--- src/rtl/data_mem_ctrl_pkg.sv ---
// data_mem_ctrl_pkg
//   Shared definitions for the FSM MIPS core data memory:
//     - memory operation codes carried on the 'operation' port
//     - core FSM state codes seen on the 'state' port
//     - control FSM encoding of the data memory
//     - power-up contents of the low memory words
package data_mem_ctrl_pkg;

    typedef enum logic [1:0] {
        MEM_READ  = 2'b00,
        MEM_WRITE = 2'b01,
        MEM_IDLE  = 2'b10,
        MEM_RSVD  = 2'b11
    } mem_op_e;

    localparam logic [2:0] STATE_IF     = 3'd0;
    localparam logic [2:0] STATE_ID     = 3'd1;
    localparam logic [2:0] STATE_EX     = 3'd2;
    localparam logic [2:0] STATE_ADDR   = 3'd3;
    localparam logic [2:0] STATE_MEM    = 3'd4;
    localparam logic [2:0] STATE_WB     = 3'd5;
    localparam logic [2:0] STATE_HALT   = 3'd6;
    localparam logic [2:0] STATE_OUTPUT = 3'd7;

    typedef enum logic [1:0] {
        IDLE = 2'd0,
        WAIT = 2'd1,
        RESP = 2'd2
    } ctrl_state_e;

    // Power-up value of memory word 'idx'; everything above word 2 starts at 0.
    function automatic logic [7:0] init_word(int unsigned idx);
        case (idx)
            0:       return 8'hEC;
            1:       return 8'h0A;
            2:       return 8'h02;
            default: return 8'h00;
        endcase
    endfunction

endpackage

--- src/rtl/mem_rd_pipe.sv ---
// mem_rd_pipe
//   RD_LAT-deep register chain carrying read data and a valid bit.
//   A word entering on one edge leaves out_valid/out_data set RD_LAT-1
//   edges later, so the consumer registering it lands at RD_LAT.
//   Ports:
//     clk       in   clock
//     rst_n     in   asynchronous active-low reset (clears data and valid)
//     in_valid  in   word present at the input this cycle
//     in_data   in   word to carry
//     out_valid out  valid bit at the end of the chain
//     out_data  out  data at the end of the chain
module mem_rd_pipe #(
    parameter int unsigned DATA_W = 8,
    parameter int unsigned RD_LAT = 1
) (
    input  logic              clk,
    input  logic              rst_n,
    input  logic              in_valid,
    input  logic [DATA_W-1:0] in_data,
    output logic              out_valid,
    output logic [DATA_W-1:0] out_data
);

    logic              vld_q [RD_LAT];
    logic [DATA_W-1:0] dat_q [RD_LAT];

    always_ff @(posedge clk or negedge rst_n) begin
        if (!rst_n) begin
            for (int unsigned i = 0; i < RD_LAT; i++) begin
                vld_q[i] <= 1'b0;
                dat_q[i] <= '0;
            end
        end else begin
            vld_q[0] <= in_valid;
            dat_q[0] <= in_data;
            for (int unsigned i = 1; i < RD_LAT; i++) begin
                vld_q[i] <= vld_q[i-1];
                dat_q[i] <= dat_q[i-1];
            end
        end
    end

    assign out_valid = vld_q[RD_LAT-1];
    assign out_data  = dat_q[RD_LAT-1];

endmodule

--- src/rtl/data_mem_ctrl.sv ---
// data_mem_ctrl
//   Parametrised data memory for the FSM MIPS core with a valid/ready
//   request channel, a one-cycle response strobe and an error flag.
//   Requests are taken only while the core sits in STATE_MEM.
//   Ports:
//     clk        in   clock, rising edge
//     rst_n      in   asynchronous active-low reset (memory array not reset)
//     state      in   current core FSM state
//     req_valid  in   request present
//     req_ready  out  request can be accepted this cycle (controller idle)
//     operation  in   00 READ, 01 WRITE, 10 IDLE, 11 reserved
//     address    in   word address
//     data_in    in   write data
//     data_out   out  read data, held until the next read response
//     resp_valid out  one-cycle completion pulse
//     resp_err   out  qualifies resp_valid: bad address or reserved op
module data_mem_ctrl #(
    parameter int unsigned DATA_W    = 8,
    parameter int unsigned ADDR_W    = 8,
    parameter int unsigned DEPTH     = 3,
    parameter int unsigned RD_LAT    = 1,
    parameter logic [2:0]  STATE_MEM = 3'd4
) (
    input  logic              clk,
    input  logic              rst_n,
    input  logic [2:0]        state,
    input  logic              req_valid,
    output logic              req_ready,
    input  logic [1:0]        operation,
    input  logic [ADDR_W-1:0] address,
    input  logic [DATA_W-1:0] data_in,
    output logic [DATA_W-1:0] data_out,
    output logic              resp_valid,
    output logic              resp_err
);

    import data_mem_ctrl_pkg::*;

    localparam int unsigned CNT_W = 2;

    ctrl_state_e       fsm_q, fsm_d;
    logic [CNT_W-1:0]  cnt_q, cnt_d;
    logic              err_q;
    logic              rd_err_q;

    mem_op_e           op;
    logic              addr_ok;
    logic              accept;
    logic              op_err;
    logic              wr_en;
    logic              rd_good;

    logic [DATA_W-1:0] mem_view [DEPTH];
    logic [DATA_W-1:0] rd_word;
    logic              pipe_vld;
    logic [DATA_W-1:0] pipe_dat;

    assign op      = mem_op_e'(operation);
    assign addr_ok = (32'(address) < DEPTH);
    assign accept  = req_valid && (fsm_q == IDLE) && (state == STATE_MEM) && (op != MEM_IDLE);
    assign op_err  = (op == MEM_RSVD) || !addr_ok;
    assign wr_en   = accept && (op == MEM_WRITE) && addr_ok;
    assign rd_good = accept && (op == MEM_READ) && addr_ok;

    // One register per word so each can carry its own power-up value;
    // the array is deliberately left out of the reset.
    for (genvar g = 0; g < DEPTH; g++) begin : g_word
        logic [DATA_W-1:0] word_q = DATA_W'(init_word(g));

        always_ff @(posedge clk) begin
            if (wr_en && (32'(address) == 32'(g))) begin
                word_q <= data_in;
            end
        end

        assign mem_view[g] = word_q;
    end

    always_comb begin
        rd_word = '0;
        for (int unsigned i = 0; i < DEPTH; i++) begin
            if (32'(address) == i) begin
                rd_word = mem_view[i];
            end
        end
    end

    mem_rd_pipe #(
        .DATA_W (DATA_W),
        .RD_LAT (RD_LAT)
    ) u_rd_pipe (
        .clk       (clk),
        .rst_n     (rst_n),
        .in_valid  (rd_good),
        .in_data   (rd_word),
        .out_valid (pipe_vld),
        .out_data  (pipe_dat)
    );

    // State register
    always_ff @(posedge clk or negedge rst_n) begin
        if (!rst_n) begin
            fsm_q    <= IDLE;
            cnt_q    <= '0;
            err_q    <= 1'b0;
            rd_err_q <= 1'b0;
        end else begin
            fsm_q <= fsm_d;
            cnt_q <= cnt_d;
            if (accept) begin
                err_q    <= op_err;
                rd_err_q <= (op == MEM_READ) && !addr_ok;
            end
        end
    end

    // Next-state logic: only good reads wait the full read latency,
    // everything else (writes, errors) responds one cycle after accept.
    always_comb begin
        fsm_d = fsm_q;
        cnt_d = cnt_q;
        case (fsm_q)
            IDLE: begin
                if (accept) begin
                    fsm_d = WAIT;
                    cnt_d = rd_good ? CNT_W'(RD_LAT - 1) : '0;
                end
            end
            WAIT: begin
                if (cnt_q == '0) begin
                    fsm_d = RESP;
                end else begin
                    cnt_d = cnt_q - 1'b1;
                end
            end
            RESP:    fsm_d = IDLE;
            default: fsm_d = IDLE;
        endcase
    end

    // Output logic
    always_comb begin
        req_ready  = (fsm_q == IDLE);
        resp_valid = (fsm_q == RESP);
        resp_err   = (fsm_q == RESP) && err_q;
    end

    // The pipe output arrives on the same edge the FSM enters RESP; a
    // bad-address read has no pipe entry and clears data_out on that edge.
    always_ff @(posedge clk or negedge rst_n) begin
        if (!rst_n) begin
            data_out <= '0;
        end else if (pipe_vld) begin
            data_out <= pipe_dat;
        end else if ((fsm_q == WAIT) && (cnt_q == '0) && rd_err_q) begin
            data_out <= '0;
        end
    end

endmodule

--- config.mk ---
export PLATFORM = sky130hd
export DESIGN_NAME = data_mem_ctrl
export DESIGN_NICKNAME = d
export VERILOG_FILES = /design/src/rtl/data_mem_ctrl_pkg.sv /design/src/rtl/mem_rd_pipe.sv /design/src/rtl/data_mem_ctrl.sv
export SDC_FILE = /design/constraint.sdc
export NUM_CORES = 1
export LEC_CHECK = 0
export BUFFER_PORTS_ARGS = -buffer_cell sky130_fd_sc_hd__buf_4
export CORE_UTILIZATION = 42
export CTS_BUF_LIST = sky130_fd_sc_hd__clkbuf_16
export DETAILED_ROUTE_END_ITERATION = 6
export GPL_TIMING_DRIVEN = 0
export HOLD_SLACK_MARGIN = 0.03
export PLACE_DENSITY = 0.59
export SETUP_SLACK_MARGIN = 0.02
export SLEW_MARGIN = 20
export SYNTH_ARGS = -nofsm -noshare
export SYNTH_HDL_FRONTEND = slang
export SYNTH_SLANG_ARGS = --single-unit
--- constraint.sdc ---
create_clock -name clk -period 6.7 [get_ports clk]
set_input_delay 0.335 -clock clk [delete_from_list [all_inputs] [get_ports clk]]
set_output_delay 0.335 -clock clk [all_outputs]
set_load 0.1 [all_outputs]
==> results.ini, run 1 <==
[outcome]
status=complete, no violations

[placement]
hpwl_mm=2.33
place_congestion=0.734
io_buffer_count=33
dp.cells=212
placed_area_sq_um=2180

[grt]
grt_pass1_vias=1104
grt_pass1_wl_mm=5.26
gr-total-overflow=0
grt_use_total=0.163
grt_max_degree=24
antenna_found_initial=0

[detailed_routing]
drtIter0Drc=50
vias=1135
ant_nets=0
drt-total-wl_mm=3.21
drcViolationCount=0
dr.pass1.iters=4
wl_per_cell_microns=14.5
viasPerCell=5.14

[logic_synthesis]
syn_area_sq_um=1840
synth_top_family_by_area=simple AND/OR/NAND/NOR gates
avgSynthCellArea_sq_um=14.6
synth_simple_gate_area_frac=0.131
seq_area_frac_synth=0.706
synth-seq-cells=47
synth_compound_area_frac=0.0865
synthesis.nets=151
synth_xor_area_frac=0
synth-adder-area-share=0.00681
ys_warn_count=0
synthMuxAreaShare=0.0490
ys_types=29
synth_cells=126

[clock_tree]
clkTransAtPathRegs_ns=0.06
cts-root-buf=clkbuf_16
h-tree-depth=2
postCtsSetupBuffers=0
tritoncts=done
clock-sinks=47
cts_buffer_depth=2
clock_latency_ns=0.28
postCtsHoldBufs=1
cts_buffers=5
post_cts_resized=0

[sta]
fin_crit_sh=0.325
finalSetupTns_ns=0
slew_viol_final=0
min_period_ns=2.18
skew_ns=0.00422
setup_viol=0
finalHoldViolCount=0
fmax_ghz=0.459
relSlewSlack=0.627
rsz0062_at_grt=no
tightest_slew_ns=0.559

[final_layout]
nFillCells=359
syn_to_final_growth_pct=27.0
multi_input_area_sq_um=522
fin_nets=195
fin_area_sq_um=2330
layout_commonest_cell=buf_4
drive_above_1_share=0.357
final_cell_mix=buf_4 (34), edfxtp_1 (24), dfrtp_1 (23), nand2_1 (10)
n_antenna_cell=0
fin_cells=221
seq_area_sq_um=1300

[power_and_ir_drop]
comb_power_share=0.062
p_seq_frac=0.537
p_leak_nw=0.989
clkPwrFrac=0.402
p_switching_w=0.000115
p_sw_frac=0.200
intPower_w=0.000459
power.density_cell_area_nw_per_um2=246
p_total_w=0.000574
irDropWorstVdd_uv=168

[floorplanning]
pin_count=35
die_x_microns=68.1
core_sq_um=4090
start_util=0.449
num_rows=23
die_area_sq_um=4640
die_y_microns=68.1

[worst_setup_path]
cp-end-kind=register
crit_fanout=9
cp_data_required_time_ns=6.69
criticalPathCategory=reg2reg
r2r_cells=4
start_kind=register
arrival_ns=2.17

[run]
maxCapViolations=0

[worst_hold_path]
min_path_cells=2
worstHoldPathType=in2reg

==> path summary, 6_finish.rpt <==
path                            slack (ns)                              end                  from
worst max-delay path                  4.52    g_word[1].word_q[0]$_DFFE_PP_  fsm_q[0]$_DFFE_PN0P_
worst min-delay path                  0.24    u_rd_pipe.out_valid$_DFF_PN0_          operation[0]
worst max register to register        4.52    g_word[1].word_q[0]$_DFFE_PP_  fsm_q[0]$_DFFE_PN0P_
worst min register to register        0.47             cnt_q[0]$_DFFE_PN0P_  cnt_q[0]$_DFFE_PN0P_
max in group asynchronous             6.01  u_rd_pipe.out_data[3]$_DFF_PN0_                 rst_n
min in group asynchronous             0.48          data_out[0]$_DFFE_PN0P_                 rst_n
==> metal layers <==
layer	share of wire	wire length, microns	vias to the layer above	global-route usage
met3	0.032	104	5	0.0450
met1	0.44	1430	551	0.195
li1	-	-	553	-
met4	0.016	52	0	0.0781
met2	0.51	1630	26	0.270
met5	0	0	-	0
==> area by class of cell <==
cell class | count | share of cell area
repair buffers | 37 | 0.118
clock buffers | 5 | 0.0536
well taps | 50 | 0.0268
multi-input cells | 70 | 0.224
clock inverters | 3 | 0.00643
flip-flops and latches | 47 | 0.555
inverters | 3 | 0.00483
plain buffers | 6 | 0.0113
==> critical path: stages, from the launching register on <==
cell	delay, ns
dfrtp_1	0.36
clkbuf_2	0.17
or4_4	0.58
nor4b_2	0.53
buf_4	0.25
==> state kept, by name, indices dropped and copies added (netlist names) <==
| name | flops |
|---|---|
| fsm_q | 2 |
| u_rd_pipe.out_data | 8 |
| u_rd_pipe.out_valid | 1 |
| cnt_q | 2 |
| err_q | 1 |
| data_out | 8 |
| rd_err_q | 1 |
| g_word.word_q | 24 |
==> power by group through the flow <==
| stage | Sequential (W) | Combinational, W | Clock (W) |
|---|---|---|---|
| 5_1_grt | 0.000308 | 0.0000385 | 0.000246 |
| 3_3_place_gp | 0.000314 | 0.0000337 | 0 |
| 3_5_place_dp | 0.000314 | 0.0000352 | 0 |
| 2_1_floorplan | 0.000313 | 0.0000168 | 0 |
| 4_1_cts | 0.000308 | 0.0000358 | 0.000238 |
| 6_report | 0.000308 | 0.0000354 | 0.000231 |
==> cells in the mapped netlist (all sizes together) <==
cell type  instances  area (sq um)
and2               2          12.5
or3b               1          8.76
clkbuf             3          12.5
and3b              1          8.76
or4                2          18.8
inv                3          11.3
o32a               1          10.0
a311o              1          10.0
nor4b              1          8.76
a21oi              9          45.0
o41ai              2          17.5
nand3              1          5.00
or2                8          50.1
nand2             11          43.8
dfrtp             23           576
nor4               5          31.3
nor2               2          7.51
o22ai              1          6.26
nor2b              3          18.8
nand4bb            1          27.5
edfxtp            24           721
mux2i              9          90.1
ha                 1          12.5
buf                3          13.8
a22o               8          70.1
==> per-stage QoR <==
stage / setup slack [ns] / hold slack, ns / utilization
after floorplan: 3.59 / 0.0394 / -
after global placement: 3.62 / 0.231 / 0.525
after detailed placement: 4.41 / 0.240 / 0.534
after CTS: 4.50 / 0.237 / 0.571
after global routing: 4.43 / 0.236 / 0.571
final: 4.52 / 0.244 / 0.571
==> cell families after synthesis <==
kind of cell	count (synthesis)
multiplexers	9
AO/OA/AOI/OAI	22
flip-flops	47
adder cells (fa/ha/maj)	1
buffers and inverters	9
AND/OR/NAND/NOR	38
Power figures use the tool's default switching activity.
==> run 2: changes to the inputs <==
- PLACE_DENSITY: 0.59 -> 0.62
- clock period: 6.7 -> 1.83 ns (I/O delays scaled with it)
==> run 2 against run 1 <==
Effect of this change: register-to-register slack worse by 4.4 ns; core utilization rose by 4.7 points; design area rose by 8.2%; final cell count up 5.0%; critical path depth down 1; worst hold slack lost 0.13 ns; non-clock buffer count grew 11; power grew to 4.0 times the previous value; wire length up 1.1%; sequential share of layout area shrank 4.2 points; via count grew 2.1%; clock-buffer cell count stayed put.
==> results.ini, run 2 (same netlist as run 1, synthesis figures left out) <==
[sta]
min_period_ns=1.71
setup_viol=0
rsz0062_at_grt=no
fmax_ghz=0.585
fin_crit_sh=0.935
finalHoldViolCount=0
worst_slack_ns=0.120
skew_ns=0.00463
whs_ns=0.111
relSlewSlack=0.627
slew_viol_final=0
tightest_slew_ns=0.555

[floorplanning]
pin_count=35
die_x_microns=68.1
die_y_microns=68.1
core_sq_um=4090
num_rows=23
start_util=0.449
die_area_sq_um=4640

[detailed_routing]
drt-total-wl_mm=3.25
viasPerCell=5.00
drtIter0Drc=78
drcViolationCount=0
wl_per_cell_microns=14.0
dr.pass1.iters=4
ant_nets=0
vias=1159

[worst_setup_path]
r2r-start=fsm_q[1]$_DFFE_PN0P_
slowest_stage=or4_4
reg2reg_to=g_word[1].word_q[4]$_DFFE_PP_
regToRegSetupSlack_ns=0.12
cp-end-kind=register
criticalPathCategory=reg2reg
max_stage_delay_ns=0.58
r2r_cells=3
path_cells=or4_4, nor4b_4, buf_6
start_kind=register
arrival_ns=1.70
crit_fanout=8
cp_data_required_time_ns=1.82

[worst_hold_path]
worstHoldPathType=in2reg
holdPathEnd=u_rd_pipe.out_data[7]$_DFF_PN0_
min_from=address[0]
min_path_cells=3

[placement]
dp_worst_setup_slack_ns=-0.336
io_buffer_count=33
hpwl_mm=2.23
place_congestion=0.739
dp.cells=209

[clock_tree]
cts-root-buf=clkbuf_16
tritoncts=done
cts_buffer_depth=2
h-tree-depth=2
clkTransAtPathRegs_ns=0.06
clock_latency_ns=0.28
cts_buffers=5
clock-sinks=47

[grt]
grt_use_total=0.164
grt_max_degree=24
gr-total-overflow=0
grt_pass1_wl_mm=5.26
antenna_found_initial=0
grt_pass1_vias=1076

[power_and_ir_drop]
power.density_cell_area_nw_per_um2=905
p_leak_nw=1.07
irDropWorstVdd_uv=548

[final_layout]
fin_cells=232
largest_register=g_word.word_q
n_antenna_cell=0
drive_above_1_share=0.368
layout_commonest_cell=buf_4
syn_to_final_growth_pct=37.5
final_cell_mix=buf_4 (36), edfxtp_1 (24), dfrtp_1 (22), nand2_1 (10), dlygate4sd3_1 (10)
nFillCells=318
fin_nets=206
largest_reg_flops=24

[run]
maxCapViolations=0

[outcome]
status=complete, no violations

## run 2: cell count changes in the layout (fill, tap and decap cells not counted), sizes merged
cell | previous run | this run
dlygate4sd3 | 1 | 10
clkinv | 1 | 0
buf | 39 | 42
bufinv | 0 | 1
clkbuf | 8 | 7
## run 2: stage by stage
step / area (sq um) / util / power, W / TNS (ns)
3_5_place_dp: 2200 / 0.539 / 0.00128 / -6.93
3_3_place_gp: 2200 / 0.539 / 0.00128 / -6.19
2_1_floorplan: 1890 / - / 0.00121 / -0.228
4_1_cts: 2540 / 0.621 / 0.00231 / 0
6_report: 2520 / 0.618 / 0.00229 / 0
5_1_grt: 2520 / 0.618 / 0.00236 / 0
## run 2: worst max path at each step
stage / from / depth (start not counted) / endpoint
floorplan: fsm_q[0]$_DFFE_PN0P_ / 3 / resp_err
global placement: address[5] / 4 / g_word[0].word_q[6]$_DFFE_PP_
detailed placement: address[5] / 4 / g_word[1].word_q[7]$_DFFE_PP_
CTS: fsm_q[0]$_DFFE_PN0P_ / 4 / g_word[1].word_q[4]$_DFFE_PP_
global route: fsm_q[0]$_DFFE_PN0P_ / 3 / g_word[2].word_q[3]$_DFFE_PP_
finish: fsm_q[1]$_DFFE_PN0P_ / 3 / g_word[1].word_q[4]$_DFFE_PP_
## run 2: area by class of cell
class	instances	area [sq um]	area share
buffer	5	21.3	0.00842
clock buffer	5	125	0.0496
clock inverter	3	42.5	0.0168
inverter	3	11.3	0.00446
multi-input combinational	70	552	0.219
sequential	47	1300	0.514
tap	50	62.6	0.0248
timing repair buffer	49	413	0.164
## run 2: report_power, final
group	internal (W)	switching [W]	leakage (nW)
combinational	0.0000752	0.0000737	0.452
clock	0.000645	0.000365	0.0845
sequential	0.00112	0.00000538	0.530
## run 2: timing repair
item	in CTS	in global routing
endpoints found under the setup margin	24	24
hold endpoints to repair	48	0
resized for setup	3	0
pin swaps	4	4
setup buffers	6	0
hold buffers	10	0
## run 2: critical path, delay by kind of cell (launching register included)
kind / cells / cell delay (ns)
AND/OR/NAND/NOR: 2 / 0.82
flip-flops: 1 / 0.42
buffers and inverters: 1 / 0.18
## run 2: metal layers
metal / wire [microns] / up-vias / global-route usage
met1: 1460 / 554 / 0.200
li1: - / 577 / -
met2: 1590 / 24 / 0.251
met4: 46 / 0 / 0.0833
met5: 0 / - / 0
met3: 154 / 4 / 0.0617
